==> src/rtl/lcd_msg_scheduler.sv <==
// Chooses the LCD screen (blank / urgent / rotating warning / default page),
// enforces a minimum dwell per warning and flags each new selection to the driver.
module lcd_msg_scheduler #(
  parameter int N_REQ     = 4,
  parameter int DWELL_CYC = 50_000_000,
  parameter int CW        = 28
) (
  input  logic             clk,
  input  logic             rst,
  input  logic             blank,
  input  logic [N_REQ-1:0] req,
  input  logic             upd_ack,
  output logic [3:0]       msg_sel,
  output logic             upd_req,
  output logic             dwell_busy
);

  typedef enum logic [1:0] {S_BLANK, S_URGENT, S_SHOW, S_DEFAULT} state_t;

  localparam logic [3:0]    ID_BLANK   = 4'hF;
  localparam logic [3:0]    ID_URGENT  = 4'd0;
  localparam logic [3:0]    ID_DEFAULT = 4'(N_REQ);
  localparam logic [CW-1:0] DWELL_LAST = CW'(DWELL_CYC - 1);

  // Successor of a normal index, wrapping over 1..N_REQ-1.
  function automatic logic [3:0] next_idx(input logic [3:0] i);
    return (i >= 4'(N_REQ - 1)) ? 4'd1 : i + 4'd1;
  endfunction

  // First set bit of v at or after start, wrapping over 1..N_REQ-1.
  // Returns {found, index}; the upper segment is scanned last so it wins.
  function automatic logic [4:0] pick(input logic [N_REQ-1:0] v, input logic [3:0] start);
    logic       found;
    logic [3:0] idx;
    found = 1'b0;
    idx   = 4'd0;
    for (int j = N_REQ - 1; j >= 1; j--) begin
      if (v[j] && (4'(j) < start)) begin
        found = 1'b1;
        idx   = 4'(j);
      end
    end
    for (int j = N_REQ - 1; j >= 1; j--) begin
      if (v[j] && (4'(j) >= start)) begin
        found = 1'b1;
        idx   = 4'(j);
      end
    end
    return {found, idx};
  endfunction

  state_t           state, state_n;
  logic [3:0]       sel_n;
  logic [3:0]       rr_ptr, rr_n;
  logic [CW-1:0]    dwell_cnt, cnt_n;
  logic             upd_n, busy_n;
  logic [N_REQ-1:0] normal, others;
  logic             own;
  logic [4:0]       hit_rr, hit_next;

  always_comb begin
    // NOTE: every comb output gets a default first so no path infers a latch.
    normal    = req;
    normal[0] = 1'b0;
    others    = normal;
    own       = 1'b0;
    for (int j = 1; j < N_REQ; j++) begin
      if (4'(j) == msg_sel) begin
        own       = req[j];
        others[j] = 1'b0;
      end
    end
    hit_rr   = pick(normal, rr_ptr);
    hit_next = pick(others, next_idx(msg_sel));

    state_n = state;
    sel_n   = msg_sel;
    cnt_n   = '0;
    rr_n    = rr_ptr;

    // Priority: blank, urgent, dwell hold, rotation, default page.
    if (blank) begin
      state_n = S_BLANK;
      sel_n   = ID_BLANK;
    end else if (req[0]) begin
      state_n = S_URGENT;
      sel_n   = ID_URGENT;
    end else if (state == S_SHOW && dwell_cnt != DWELL_LAST) begin
      cnt_n = dwell_cnt + 1'b1;
    end else if (state == S_SHOW && hit_next[4]) begin
      sel_n = hit_next[3:0];
      rr_n  = next_idx(hit_next[3:0]);
    end else if (state == S_SHOW && own) begin
      sel_n = msg_sel;
    end else if (state != S_SHOW && hit_rr[4]) begin
      state_n = S_SHOW;
      sel_n   = hit_rr[3:0];
    end else begin
      state_n = S_DEFAULT;
      sel_n   = ID_DEFAULT;
    end

    busy_n = (state_n == S_SHOW) && (cnt_n != DWELL_LAST);
    // A new ID always (re)raises the request, even against a same-cycle ack.
    upd_n  = (sel_n != msg_sel) || (upd_req && !upd_ack);
  end

  // NOTE: sequential state uses non-blocking assignments only.
  always_ff @(posedge clk or posedge rst) begin
    if (rst) begin
      state      <= S_BLANK;
      msg_sel    <= ID_BLANK;
      upd_req    <= 1'b0;
      dwell_busy <= 1'b0;
      dwell_cnt  <= '0;
      rr_ptr     <= 4'd1;
    end else begin
      state      <= state_n;
      msg_sel    <= sel_n;
      upd_req    <= upd_n;
      dwell_busy <= busy_n;
      dwell_cnt  <= cnt_n;
      rr_ptr     <= rr_n;
    end
  end

endmodule

==> config.mk <==
export PLATFORM = sky130hd
export DESIGN_NAME = lcd_msg_scheduler
export DESIGN_NICKNAME = d
export VERILOG_FILES = /design/src/rtl/lcd_msg_scheduler.sv
export SDC_FILE = /design/constraint.sdc
export NUM_CORES = 1
export LEC_CHECK = 0
export ABC_AREA = 1
export BUFFER_PORTS_ARGS = -buffer_cell sky130_fd_sc_hd__buf_2
export CAP_MARGIN = 25
export CORE_AREA = 2 2 74 76
export DETAILED_ROUTE_END_ITERATION = 10
export DIE_AREA = 0 0 76 78
export GPL_TIMING_DRIVEN = 0
export MAX_ROUTING_LAYER = met4
export PLACE_DENSITY = 0.79
export SYNTH_ARGS = -nofsm -noshare
export SYNTH_HDL_FRONTEND = slang
export SYNTH_SLANG_ARGS = --single-unit
==> constraint.sdc <==
create_clock -name clk -period 2.05 [get_ports clk]
set_input_delay 0.205 -clock clk [delete_from_list [all_inputs] [get_ports clk]]
set_output_delay 0.205 -clock clk [all_outputs]
set_load 0.05 [all_outputs]
==> metrics.txt <==
share of post-route cells with drive strength above 1 about 22%; Worst-Margin Slew 784.2 ps; Reg-to-Reg Start msg_sel[0]; syn_area_per_cell ~6.5 um^2; final setup violation count 0; FF-to-FF path depth 15; Slew headroom a little under half; sequential area share after synthesis roughly 35%; Hold WS 57.21 ps; async set-reset flop share out of synthesis 100.0%; Fill cells about 430; Top FF cell, synth dfrtp_1; CTS tree built; top cell type's share of synthesized area between 20% and 30%; routability cong. between 1 and 1.5; area of the multi-input gates 1670 um^2; slowest cell on the critical path dfstp_4; dpl cells a little over 500; reg2reg end upd_req; Peak VDD IR approximately 0.28 mV; maxcap violations 0; hold_buf cts 0; delay of the slowest critical-path stage between 600 and 700 ps; post-layout util between 60% and 70%; Die Wd about 76 um; Cell Area, Synth around 2800 um^2; io pins 14; FF+latch count, synth 38; initial antenna violation count 0; Cells after Synth ~430; Yosys top cell by area dfrtp_1; crit-path most repeated cell nand2_1; number of DRC markers in iteration 0 around 170; post-route insts no fill about 530; vias per inst roughly 5.0; full die area between 5000 and 6000 um^2; largest net degree at the start of global routing 39; Post-synth EDFFs 0; Post-DP HPWL roughly 4900 um; Yosys cell types 34; clock net sink count 38; first-pass GRT wire length about 11000 um; Final TNS setup 0 ps; Power per Cell Area 477.6 nW/um^2; CP Max Fanout 5; drt pass-1 iters 4; CP Data Required Time between 2000 and 2500 ps; total CTS buffers 5; RSZ-0062 raised after global routing true; CP Launch Type register; Worst Path Arrival roughly 2200 ps; top cells by area, synth dfrtp_1 (30%), nand2_1 (16%), nor2_1 (10%); f_max ~500 MHz; post-route ant nets 0; CTS Root Cell clkbuf_8; H-tree depth 2; # rows 26; GR Util All Layers a little under a quarter; Worst Skew roughly 4.5 ps; fin crit share a little over nine tenths; PortBufs 13; clk_lat worst skew between 200 and 300 ps; Area Overhead vs Synth 19.46%; register area around 960 um^2; Syn Nets between 400 and 500; final WL around 6700 um; Die H between 70 and 80 um; Pwr Total 0.001578 W; vias post-DR around 2700; core box area 5042 um^2; grt ovf 0; Tmin final roughly 2000 ps; clock-pin slew on the worst setup and hold paths approximately 70 ps; Hold Vio Cnt, Final 0; drt drc 0; Avg WL per Cell between 10 and 15 um; nets 475; clk buf depth 2; Hold Path Class input port to asynchronous set/reset pin; Static Leak about 1.6 nW; Slew Viols, Final 0; crit path kind register to register; Inserted Diodes 0; status complete, no violations; Crit. End Element register; CP cell instances buf_6 > ha_2 > nand2_2 > nand2_4 > nand3_4 > nand2_4 > inv_2 > nand2_1 > nand3_1 > nand2_1 > nand2_1 > nand2_1 > nand2_1 > nand2_1 > nand4_1; effective utilization at floorplan a little over half; vias in the first global route roughly 2500; Yosys Warn Count 0; Worst R2R Setup Slack approximately 55 ps
## synth_stat cells, types with 2 or more instances
cell	instances
nor2_4	3
a21oi_1	8
inv_1	68
dfstp_2	5
nor2_2	11
ha_1	5
nor3_1	8
nand4_1	15
and3_1	2
nand2_1	115
nand3_1	41
nand2_2	5
o21ai_0	5
nor2_1	74
xnor2_1	2
dfrtp_1	33
xor2_1	10
## worst max path at each step
stage / startpoint / to / slack [ps] / depth (start not counted)
2_1_floorplan: msg_sel[0] / upd_req / 8 / 14
3_3_place_gp: dwell_cnt[0] / dwell_busy / -150 / 14
3_5_place_dp: dwell_cnt[0] / dwell_busy / -210 / 14
4_1_cts: dwell_cnt[0] / dwell_busy / -5 / 15
5_1_grt: dwell_cnt[1] / dwell_busy / -90 / 14
6_report: msg_sel[0] / upd_req / 50 / 15
## sequential cells by signal, indices dropped and copies added (netlist names)
| name | flops |
|---|---|
| dwell_busy | 1 |
| state | 2 |
| msg_sel | 4 |
| dwell_cnt | 28 |
| upd_req | 1 |
| rr_ptr | 2 |
## kinds of logic (layout without fill, tap and decap cells)
family	count (synthesis)	count (layout)	synth area share (%)
xor gates and xnor gates	12	12	3.801
DFF	38	38	34.62
buffers and inverters	74	110	10.45
and+or+nand+nor	281	281	45.52
adders and majority gates	5	5	2.262
AOI/OAI and AO/OA	17	17	3.348
## metal layers
metal | track usage, % | vias up | part of all wire (%) | wire length [um]
li1 | - | 1404 | - | -
met1 | 27.54 | 1216 | 45 | 2993
met2 | 40.80 | 54 | 49 | 3285
met3 | 2.558 | 16 | 3.1 | 208
met4 | 9.636 | 0 | 2.5 | 165
met5 | - | - | 0 | 0
## metrics by stage
stage / setup WS [ps] / area (um^2)
after global placement: -148.0 / 2922
after detailed placement: -208.0 / 2922
final: 54.82 / 3303
after CTS: -5.286 / 3109
after global routing: -94.98 / 3303
after floorplan: 7.851 / 2769
## worst max-delay path, delay by kind of cell, from the launching register on
kind | cells | cell delay [ps]
AND/OR/NAND/NOR | 12 | 870
adder cells (fa/ha/maj) | 1 | 190
buffers and inverters | 2 | 170
flip-flops | 1 | 640
## where the power goes
| part | switching (W) | internal [W] | total, W |
|---|---|---|---|
| Combinational | 0.000166 | 0.0000862 | 0.000252 |
| Sequential | 0.0000209 | 0.000783 | 0.000804 |
| Clock | 0.000250 | 0.000271 | 0.000521 |
| Total | 0.000437 | 0.00114 | 0.00158 |
## final cells by class
| class | count | area share (%) |
|---|---|---|
| timing repair buffer | 28 | 5.833 |
| sequential | 38 | 29.17 |
| buffer | 3 | 0.7197 |
| multi-input combinational | 315 | 50.57 |
| clock buffer | 7 | 2.614 |
| inverter | 71 | 8.295 |
| clock inverter | 1 | 0.1515 |
| tap | 70 | 2.652 |
## cells in the final DEF, fill, tap and decap left out, types with 2 or more instances in the layout
master,n
xnor2_1,2
buf_4,11
clkbuf_8,6
nor2_4,5
nor3_1,4
inv_4,3
nand2_4,2
nand2_1,105
a21oi_2,3
nor3_2,5
buf_6,4
nor2_2,14
clkbuf_1,2
inv_1,64
buf_2,14
a21oi_1,6
nand3_4,2
o21ai_0,4
dfrtp_1,31
xor2_1,10
and3_1,2
nand3_2,3
nand2_2,13
dfstp_2,4
dfrtp_2,2
inv_2,3
nor2_1,69
nand4_1,15
ha_4,3
nand3_1,38
## what timing repair did
item	4_1_cts	5_1_grt
setup endpoints to repair	11	3
pin swaps	5	16
gates cloned	0	0
gates resized for setup	13	36
setup buffers	6	9
Note: power is estimated with default switching activity, not from simulation.
